`src/rtl/display_mode_ctrl.sv`:
```
// Display view sequencer: steps HOUR -> DATE -> YEAR on a button press
// (manual mode) or on a tick-driven dwell timer (auto mode), and drives
// one-hot registered select lines for the digit mux.
module display_mode_ctrl #(
    parameter int unsigned HOLD_HOUR    = 10,
    parameter int unsigned HOLD_DATE    = 3,
    parameter int unsigned HOLD_YEAR    = 3,
    parameter int unsigned RETURN_TICKS = 5,
    parameter int unsigned CNT_W        = 8
) (
    input  logic       clk,
    input  logic       rst,
    input  logic       tick,
    input  logic       btn_mode,
    input  logic       auto_en,
    output logic       hour_en,
    output logic       day_en,
    output logic       mon_en,
    output logic       year_en,
    output logic [1:0] mode
);

    typedef enum logic [1:0] {
        ST_HOUR = 2'd0,
        ST_DATE = 2'd1,
        ST_YEAR = 2'd2,
        ST_BAD  = 2'd3
    } state_t;

    // A hold of zero would never match the counter, so it behaves as one.
    localparam int unsigned HH = (HOLD_HOUR == 0) ? 1 : HOLD_HOUR;
    localparam int unsigned HD = (HOLD_DATE == 0) ? 1 : HOLD_DATE;
    localparam int unsigned HY = (HOLD_YEAR == 0) ? 1 : HOLD_YEAR;
    localparam int unsigned HR = (RETURN_TICKS == 0) ? 1 : RETURN_TICKS;

    localparam logic [CNT_W-1:0] LIM_HOUR = CNT_W'(HH - 1);
    localparam logic [CNT_W-1:0] LIM_DATE = CNT_W'(HD - 1);
    localparam logic [CNT_W-1:0] LIM_YEAR = CNT_W'(HY - 1);
    localparam logic [CNT_W-1:0] LIM_RET  = CNT_W'(HR - 1);
    localparam logic             RET_EN   = (RETURN_TICKS != 0);

    state_t             state_q, state_d;
    logic [CNT_W-1:0]   cnt_q, cnt_d;
    logic               b1_q, b2_q, b3_q;
    logic               auto_q;

    logic               press;
    logic               auto_chg;
    state_t             state_adv;
    logic [CNT_W-1:0]   lim_auto;

    assign press    = b2_q & ~b3_q;
    assign auto_chg = (auto_en != auto_q);

    // Successor view and auto-mode dwell limit for the current view.
    always_comb begin
        state_adv = ST_HOUR;
        lim_auto  = LIM_HOUR;
        case (state_q)
            ST_HOUR: begin state_adv = ST_DATE; lim_auto = LIM_HOUR; end
            ST_DATE: begin state_adv = ST_YEAR; lim_auto = LIM_DATE; end
            ST_YEAR: begin state_adv = ST_HOUR; lim_auto = LIM_YEAR; end
            default: begin state_adv = ST_HOUR; lim_auto = LIM_HOUR; end
        endcase
    end

    // Next state and dwell counter; press outranks timer expiry, and an
    // auto_en toggle only restarts the dwell without moving the view.
    always_comb begin
        state_d = state_q;
        cnt_d   = cnt_q;
        if (state_q == ST_BAD) begin
            state_d = ST_HOUR;
            cnt_d   = '0;
        end else if (press) begin
            state_d = state_adv;
            cnt_d   = '0;
        end else if (auto_chg) begin
            cnt_d   = '0;
        end else if (tick && auto_en && (cnt_q == lim_auto)) begin
            state_d = state_adv;
            cnt_d   = '0;
        end else if (tick && !auto_en && RET_EN && (state_q != ST_HOUR)
                     && (cnt_q == LIM_RET)) begin
            state_d = ST_HOUR;
            cnt_d   = '0;
        end else if (tick && (cnt_q != '1)) begin
            cnt_d   = cnt_q + CNT_W'(1);
        end
    end

    // Button synchroniser, auto_en history, state, dwell and decoded selects.
    always_ff @(posedge clk or posedge rst) begin
        if (rst) begin
            b1_q    <= 1'b1;
            b2_q    <= 1'b1;
            b3_q    <= 1'b1;
            auto_q  <= 1'b0;
            state_q <= ST_HOUR;
            cnt_q   <= '0;
            hour_en <= 1'b1;
            day_en  <= 1'b0;
            mon_en  <= 1'b0;
            year_en <= 1'b0;
            mode    <= 2'd0;
        end else begin
            b1_q    <= btn_mode;
            b2_q    <= b1_q;
            b3_q    <= b2_q;
            auto_q  <= auto_en;
            state_q <= state_d;
            cnt_q   <= cnt_d;
            hour_en <= (state_d == ST_HOUR);
            day_en  <= (state_d == ST_DATE);
            mon_en  <= 1'b0;
            year_en <= (state_d == ST_YEAR);
            mode    <= state_d;
        end
    end

endmodule

```
`config.mk`:
```
export PLATFORM = sky130hd
export DESIGN_NAME = display_mode_ctrl
export DESIGN_NICKNAME = d
export VERILOG_FILES = /design/src/rtl/display_mode_ctrl.sv
export SDC_FILE = /design/constraint.sdc
export NUM_CORES = 1
export LEC_CHECK = 0
export CORE_MARGIN = 2
export CORE_UTILIZATION = 45
export CTS_CLUSTER_DIAMETER = 50
export DETAILED_ROUTE_END_ITERATION = 8
export PLACE_DENSITY_LB_ADDON = 0.15
export SYNTH_ARGS = -nofsm -noshare
export SYNTH_HDL_FRONTEND = slang
export SYNTH_SLANG_ARGS = --single-unit
```
`constraint.sdc`:
```
create_clock -name clk -period 2.5 [get_ports clk]
set_input_delay 0.5 -clock clk [delete_from_list [all_inputs] [get_ports clk]]
set_output_delay 0.5 -clock clk [all_outputs]
set_load 0.02 [all_outputs]
```
==> results.md, run 1 <==
| Parameter | Value | Unit |
|---|---|---|
| Result of the run | complete, no violations | - |
| CP Data Arrival Time | 2270 | ps |
| Antenna Diode Count | 0 | - |
| Proportion of netlist area held by the largest area contributor | 32.7 | % |
| Switching Fraction | 37.1 | % |
| Total number of nets in the final design | 112 | - |
| Post-layout total power | 917 | uW |
| Routed wire length | 1640 | um |
| CTS root buf | clkbuf_4 | - |
| Critical path peak fanout | 8 | - |
| TritonCTS clock tree | yes | - |
| Largest net degree at the start of global routing | 18 | - |
| Overall routing resource usage | 15.5 | % |
| Number of warning messages in the yosys log | 0 | - |
| Finish-stage setup viols | 0 | - |
| Number of antenna violations at the first check in global routing | 0 | - |
| Most used DFF post-synth | dfrtp_1 | - |
| Mean instance size in the synthesized netlist | 11.2 | um2 |
| Max stage delay cell, worst path | dfrtp_1 | - |
| Final antenna-violating net count | 0 | - |
| Required time of the critical path | 2670 | ps |
| Worst-case clock buffer depth | 2 | - |
| Vertical die dimension | 51.0 | um |
| Global-route congestion overflow total | 0 | - |
| Final count of hold timing violations | 0 | - |
| Logic pwr share | 43.8 | % |
| Global-route wire length before repair | 2970 | um |
| Number of enable-type register cells in the synthesized netlist | 0 | - |
| Placeable core region | 2150 | um2 |
| Register clock-pin slew on the reported worst setup and hold paths | 110 | ps |
| Power share of the clock group | 16.6 | % |
| Growth of design area from synthesis to finish | 13.7 | % |
| Layout Skew | 7.11 | ps |
| I/O Buffers | 9 | - |
| Number of sinks handled by clock tree synthesis | 17 | - |
| Worst Hold Launch | b1_q$_DFF_PP1_ | - |
| Worst reg-to-reg path cell count | 7 | - |
| Power per standard cell area | 812 | nW/um2 |
| Endpoint of the worst register-to-register path | cnt_q[6]$_DFFE_PP0P_ | - |
| Worst Hold Path Cells | 0 | - |
| Internal power summed over all cells | 577 | uW |
| Share of power burned in registers | 39.6 | % |
| TNS Setup | 0 | ps |
| Max-cap check violation count | 0 | - |
| R2R Setup Slk | 400 | ps |
| Width of the die | 51.0 | um |
| H-tree lvl count | 1 | - |
| Achievable Freq | 477 | MHz |
| Setup repair after global routing missed its margin | no | - |
| Full die area | 2600 | um2 |
| Post-Place Setup Slack | 344 | ps |
| Largest cells by area after synthesis | dfrtp_1, dfstp_2, ha_1, nor2_1, xnor2_1 | - |
| Post-CTS setup repair buffer count | 0 | - |
| Average vias per placed instance | 5.11 | - |
| Hold crit path type | flop to flop | - |
| Crit path capture type | flop | - |
| Register bit total from synthesis | 17 | - |
| Drt first-iter violations | 11 | - |
| Number of different library cells in the post-synthesis netlist | 36 | - |
| Post-synth design cell area | 993 | um2 |
| Cell row count | 17 | - |
| Fraction of final layout cells sized beyond drive strength 1 | 21.0 | % |
| Synthesized netlist net count | 100 | - |
| Inserted Clock Buffers | 3 | - |
| Most frequent cells after synthesis | dfrtp_1, nor2_1, inv_1 | - |
| Number of global-route vias before repair | 678 | - |
| Post-route worst hold slack | 362 | ps |
| Transition time at the pin with the least slew margin | 631 | ps |
| Period utilisation layout | 83.9 | % |
| Pre-Repair DR Iteration Count | 4 | - |
| Number of buffers added to fix hold violations after cts | 0 | - |
| Synthesized netlist cell count | 89 | - |
| Worst vdd ir | 0.387 | mV |
| Worst Setup Path Type | flop to flop | - |
| Number of design rule violations left after detail routing | 0 | - |
| Reg-to-Reg Start | state_q[0]$_DFF_PP0_ | - |
| Sequential area share after synthesis | 43.3 | % |
| Largest area contributor in the netlist | dfrtp_1 | - |
| Clock latency of the later-clocked register in the worst-skew pair | 300 | ps |
| Proportion of register bits with asynchronous set or reset after synthesis | 100 | % |
| Leakage power | 0.000473 | uW |
| Setup crit start kind | flop | - |
| Routed wire per std cell | 12.8 | um |
| Effective utilization at floorplan | 46.2 | % |
| Final critical-path required period | 2100 | ps |
| Resized cells post-CTS | 0 | - |
| Placer's final routability congestion estimate | 0.762 | - |
| Worst setup margin | 401 | ps |
| Detailed placement HPWL | 1250 | um |
| Most instantiated library cell after synthesis | dfrtp_1 | - |
| Worst hold endpoint | b2_q$_DFF_PP1_ | - |
| Io pins | 11 | - |
| Slew headroom | 57.9 | % |
| Number of vias in the routed layout | 654 | - |
| Net switching power | 341 | uW |
| Cell-by-cell listing of the critical path | inv_1 -> ha_1 -> nand4bb_2 -> a21oi_4 -> o211ai_1 -> nand4b_1 -> nor2_1 | - |
| Count of pins over their slew limit | 0 | - |
| Largest stage delay, worst path | 430 | ps |
layer usage:
| metal | GRT usage [%] | up-vias | wire [um] |
|---|---|---|---|
| met4 | 7.66 | 0 | 20 |
| met2 | 26.0 | 16 | 808 |
| met3 | 6.14 | 4 | 62 |
| li1 | - | 321 | - |
| met1 | 16.9 | 313 | 749 |
| met5 | 0 | - | 0 |
stage by stage:
step                area [um2]  std cells  utilization, %
CTS                       1130        128            52.6
floorplan                  993         89               -
global route              1130        128            52.6
global placement          1100        124            51.2
detailed placement        1100        124            51.2
finish                    1130        128            52.6
cell type report:
type | count | area (um2)
fillers | 202 | 1020
multi-input cells | 62 | 514
flip-flops and latches | 17 | 430
repair buffers | 9 | 90.1
well taps | 28 | 35.0
inverters | 8 | 30.0
clock buffers | 3 | 22.5
clock inverters | 1 | 7.51
logic make-up after synthesis:
group	synth area share [%]
AOI/OAI and AO/OA	7.93
other	0.377
xor gates and xnor gates	7.05
and+or+nand+nor	26.8
buffers and inverters	4.91
DFF	43.3
muxes	2.02
adders and majority gates	7.56
critical path, delay by kind of cell, from the launching register on:
kind | cells | cell delay [ps]
AND/OR/NAND/NOR | 3 | 710
flip-flops | 1 | 430
adder cells (fa/ha/maj) | 1 | 350
AO/OA/AOI/OAI | 2 | 400
buffers and inverters | 1 | 80
state kept, by name, indices dropped and copies added, names as in the netlist:
signal	flops
cnt_q	8
state_q	2
auto_q	1
b1_q	1
b2_q	1
b3_q	1
day_en	1
hour_en	1
year_en	1
power by group through the flow:
stage,Sequential [uW],Clock [uW],Combinational [uW]
final,364,152,402
after global routing,370,173,442
after CTS,364,164,406
after detailed placement,369,0,404
after global placement,368,0,402
after floorplan,412,0,231
worst max-delay path by stage:
stage,startpoint,endpoint,cells after the start
finish,state_q[0]$_DFF_PP0_,cnt_q[6]$_DFFE_PP0P_,7
global route,state_q[0]$_DFF_PP0_,cnt_q[0]$_DFFE_PP0P_,7
CTS,state_q[0]$_DFF_PP0_,cnt_q[6]$_DFFE_PP0P_,7
detailed placement,auto_en,year_en$_DFF_PP0_,6
global placement,auto_en,year_en$_DFF_PP0_,6
floorplan,state_q[0]$_DFF_PP0_,year_en$_DFF_PP0_,7
placed cells by master (no fill, tap or decap), types with 2 or more instances in the layout:
cell,count
xor2_1,4
mux2i_1,2
dfstp_2,4
inv_1,8
nor3_2,3
nand3_1,3
xnor2_1,4
dfrtp_1,13
nand2b_1,2
clkbuf_4,3
nand2_1,3
nor2_1,12
or3_1,2
ha_1,6
clkdlybuf4s50_1,9
Power figures use the tool's default switching activity.
==> run 2: changes to the inputs <==
clock period = 2.2 ns   (was 2.5 ns; I/O delays follow)
==> run 2 against run 1 <==
Clock power increased by 13%. Combinational power grew 21%. Worst setup slack lost 230 ps. Design area up 0.44%. First-iteration DRC count decreased by 27%. Register-to-register slack got worse by 230 ps. Non-clock buffer count rose by 1. Via count grew 1.2%. Hold slack better by 1.2 ps. Die area stayed put. Largest cell class unchanged.
==> results.md, run 2 (same netlist as run 1, synthesis figures left out) <==
| Parameter | Value | Unit |
|---|---|---|
| TritonCTS clock tree | yes | - |
| Worst setup margin | 170 | ps |
| Leading registers by flop count | cnt_q x8, state_q x2 | - |
| Pre-Repair DR Iteration Count | 4 | - |
| Placeable core region | 2150 | um2 |
| Number of sinks handled by clock tree synthesis | 17 | - |
| Routed wire per std cell | 12.8 | um |
| Setup crit start kind | flop | - |
| TNS Setup | 0 | ps |
| Post-Place Setup Slack | 53.3 | ps |
| Result of the run | complete, no violations | - |
| Largest net degree at the start of global routing | 18 | - |
| Io pins | 11 | - |
| Effective utilization at floorplan | 46.2 | % |
| Post-route cell area | 1130 | um2 |
| Final critical-path required period | 2030 | ps |
| Number of vias in the routed layout | 662 | - |
| Cell area after placement | 1110 | um2 |
| CP Data Arrival Time | 2250 | ps |
| Switching Fraction | 37.1 | % |
| Vertical die dimension | 51.0 | um |
| Count of fill cells added during filler insertion | 202 | - |
| Register clock-pin slew on the reported worst setup and hold paths | 100 | ps |
| Drt first-iter violations | 8 | - |
| Leakage power | 0.000481 | uW |
| Resized cells post-CTS | 0 | - |
| Detailed placement HPWL | 1230 | um |
| Crit path capture type | flop | - |
| Transition time at the pin with the least slew margin | 640 | ps |
| Power per standard cell area | 933 | nW/um2 |
| Layout Skew | 2.10 | ps |
| Required time of the critical path | 2420 | ps |
| Slew headroom | 57.3 | % |
| Average vias per placed instance | 5.13 | - |
| Setup repair after global routing missed its margin | no | - |
| Number of global-route vias before repair | 639 | - |
| Logic pwr share | 45.8 | % |
| Worst Setup Path Type | flop to flop | - |
| Fraction of final layout cells sized beyond drive strength 1 | 21.8 | % |
| Internal power summed over all cells | 667 | uW |
| Register area | 430 | um2 |
| Number of buffers added to fix hold violations after cts | 0 | - |
| Growth of design area from synthesis to finish | 14.2 | % |
| Final antenna-violating net count | 0 | - |
| Number of antenna violations at the first check in global routing | 0 | - |
| Global-route congestion overflow total | 0 | - |
| Clock latency of the later-clocked register in the worst-skew pair | 290 | ps |
| Width of the die | 51.0 | um |
| Hold crit path type | flop to flop | - |
| Most common cell after layout, fill and taps aside | dfrtp_1 | - |
| Power share of the clock group | 16.2 | % |
| Cell row count | 17 | - |
| Placer's final routability congestion estimate | 0.768 | - |
| Global-route wire length before repair | 2790 | um |
| Period utilisation layout | 92.3 | % |
| Achievable Freq | 492 | MHz |
| I/O Buffers | 9 | - |
| Antenna Diode Count | 0 | - |
| Final count of hold timing violations | 0 | - |
| Overall routing resource usage | 14.8 | % |
| Total number of nets in the final design | 113 | - |
| Inserted Clock Buffers | 3 | - |
| Routed wire length | 1650 | um |
| Max-cap check violation count | 0 | - |
| Register bank with the most flops | cnt_q | - |
| Finish-stage setup viols | 0 | - |
| Number of design rule violations left after detail routing | 0 | - |
| Worst vdd ir | 0.504 | mV |
| CTS root buf | clkbuf_4 | - |
| Critical path peak fanout | 5 | - |
| Post-CTS setup repair buffer count | 0 | - |
| Full die area | 2600 | um2 |
| Max reg flops | 8 | - |
| Area of combinational cells with multiple inputs | 514 | um2 |
| Share of power burned in registers | 38.1 | % |
| Worst-case clock buffer depth | 2 | - |
| H-tree lvl count | 1 | - |
| Most frequent cells in the layout | dfrtp_1, nor2_1, clkdlybuf4s50_1 | - |
| Count of pins over their slew limit | 0 | - |
| Net switching power | 393 | uW |
[run 2: cell types whose count changed in the layout (fill, tap and decap cells not counted), sizes merged]
cell / change
buf: +1
clkinv: +1
clkinvlp: -1
[run 2: path summary, 6_finish.rpt]
kind                                 startpoint              endpoint  slack [ps]  depth (start not counted)
setup / recovery           state_q[1]$_DFF_PP0_     year_en$_DFF_PP0_         170                          7
hold / removal                   b1_q$_DFF_PP1_        b2_q$_DFF_PP1_         360                          0
setup reg to reg           state_q[1]$_DFF_PP0_     year_en$_DFF_PP0_         170                          7
hold reg to reg                  b1_q$_DFF_PP1_        b2_q$_DFF_PP1_         360                          0
max in group asynchronous                   rst  cnt_q[6]$_DFFE_PP0P_        1270                          2
min in group asynchronous                   rst     year_en$_DFF_PP0_         520                          2
[run 2: routing by layer]
metal	share of wire [%]	GRT usage (%)	up-vias
li1	-	-	325
met1	46	17.9	318
met2	49	24.7	15
met3	3.1	3.51	4
met4	1.3	6.76	0
met5	0	0	-
[run 2: layout make-up]
class                           count  share of cell area, %
Inverter                            8                   2.65
Sequential cell                    17                   37.9
Clock inverter                      1                  0.441
Multi-Input combinational cell     62                   45.3
Tap cell                           28                   3.09
Clock buffer                        3                   1.98
Timing Repair Buffer               10                   8.60
[run 2: critical path: stages, from the launching register on]
cell	delay, ps
dfrtp_1	410
inv_1	90
ha_1	330
nand4bb_2	290
a21oi_4	250
nor3_2	80
a311oi_2	290
nor3b_2	220
[run 2: metrics by stage]
step           hold slack, ps  total power [uW]  std cells  util (%)
6_report                  363              1060        129      52.8
5_1_grt                   371              1130        129      52.8
4_1_cts                   365              1080        129      52.8
3_5_place_dp              350               899        125      51.5
3_3_place_gp              346               890        125      51.5
2_1_floorplan             345               730         89         -
[run 2: power groups by stage]
stage / Sequential (uW) / Combinational (uW) / Clock [uW]
after global placement: 410 / 480 / 0
after floorplan: 468 / 262 / 0
after global routing: 411 / 528 / 195
final: 403 / 485 / 171
after detailed placement: 411 / 488 / 0
after CTS: 404 / 490 / 181
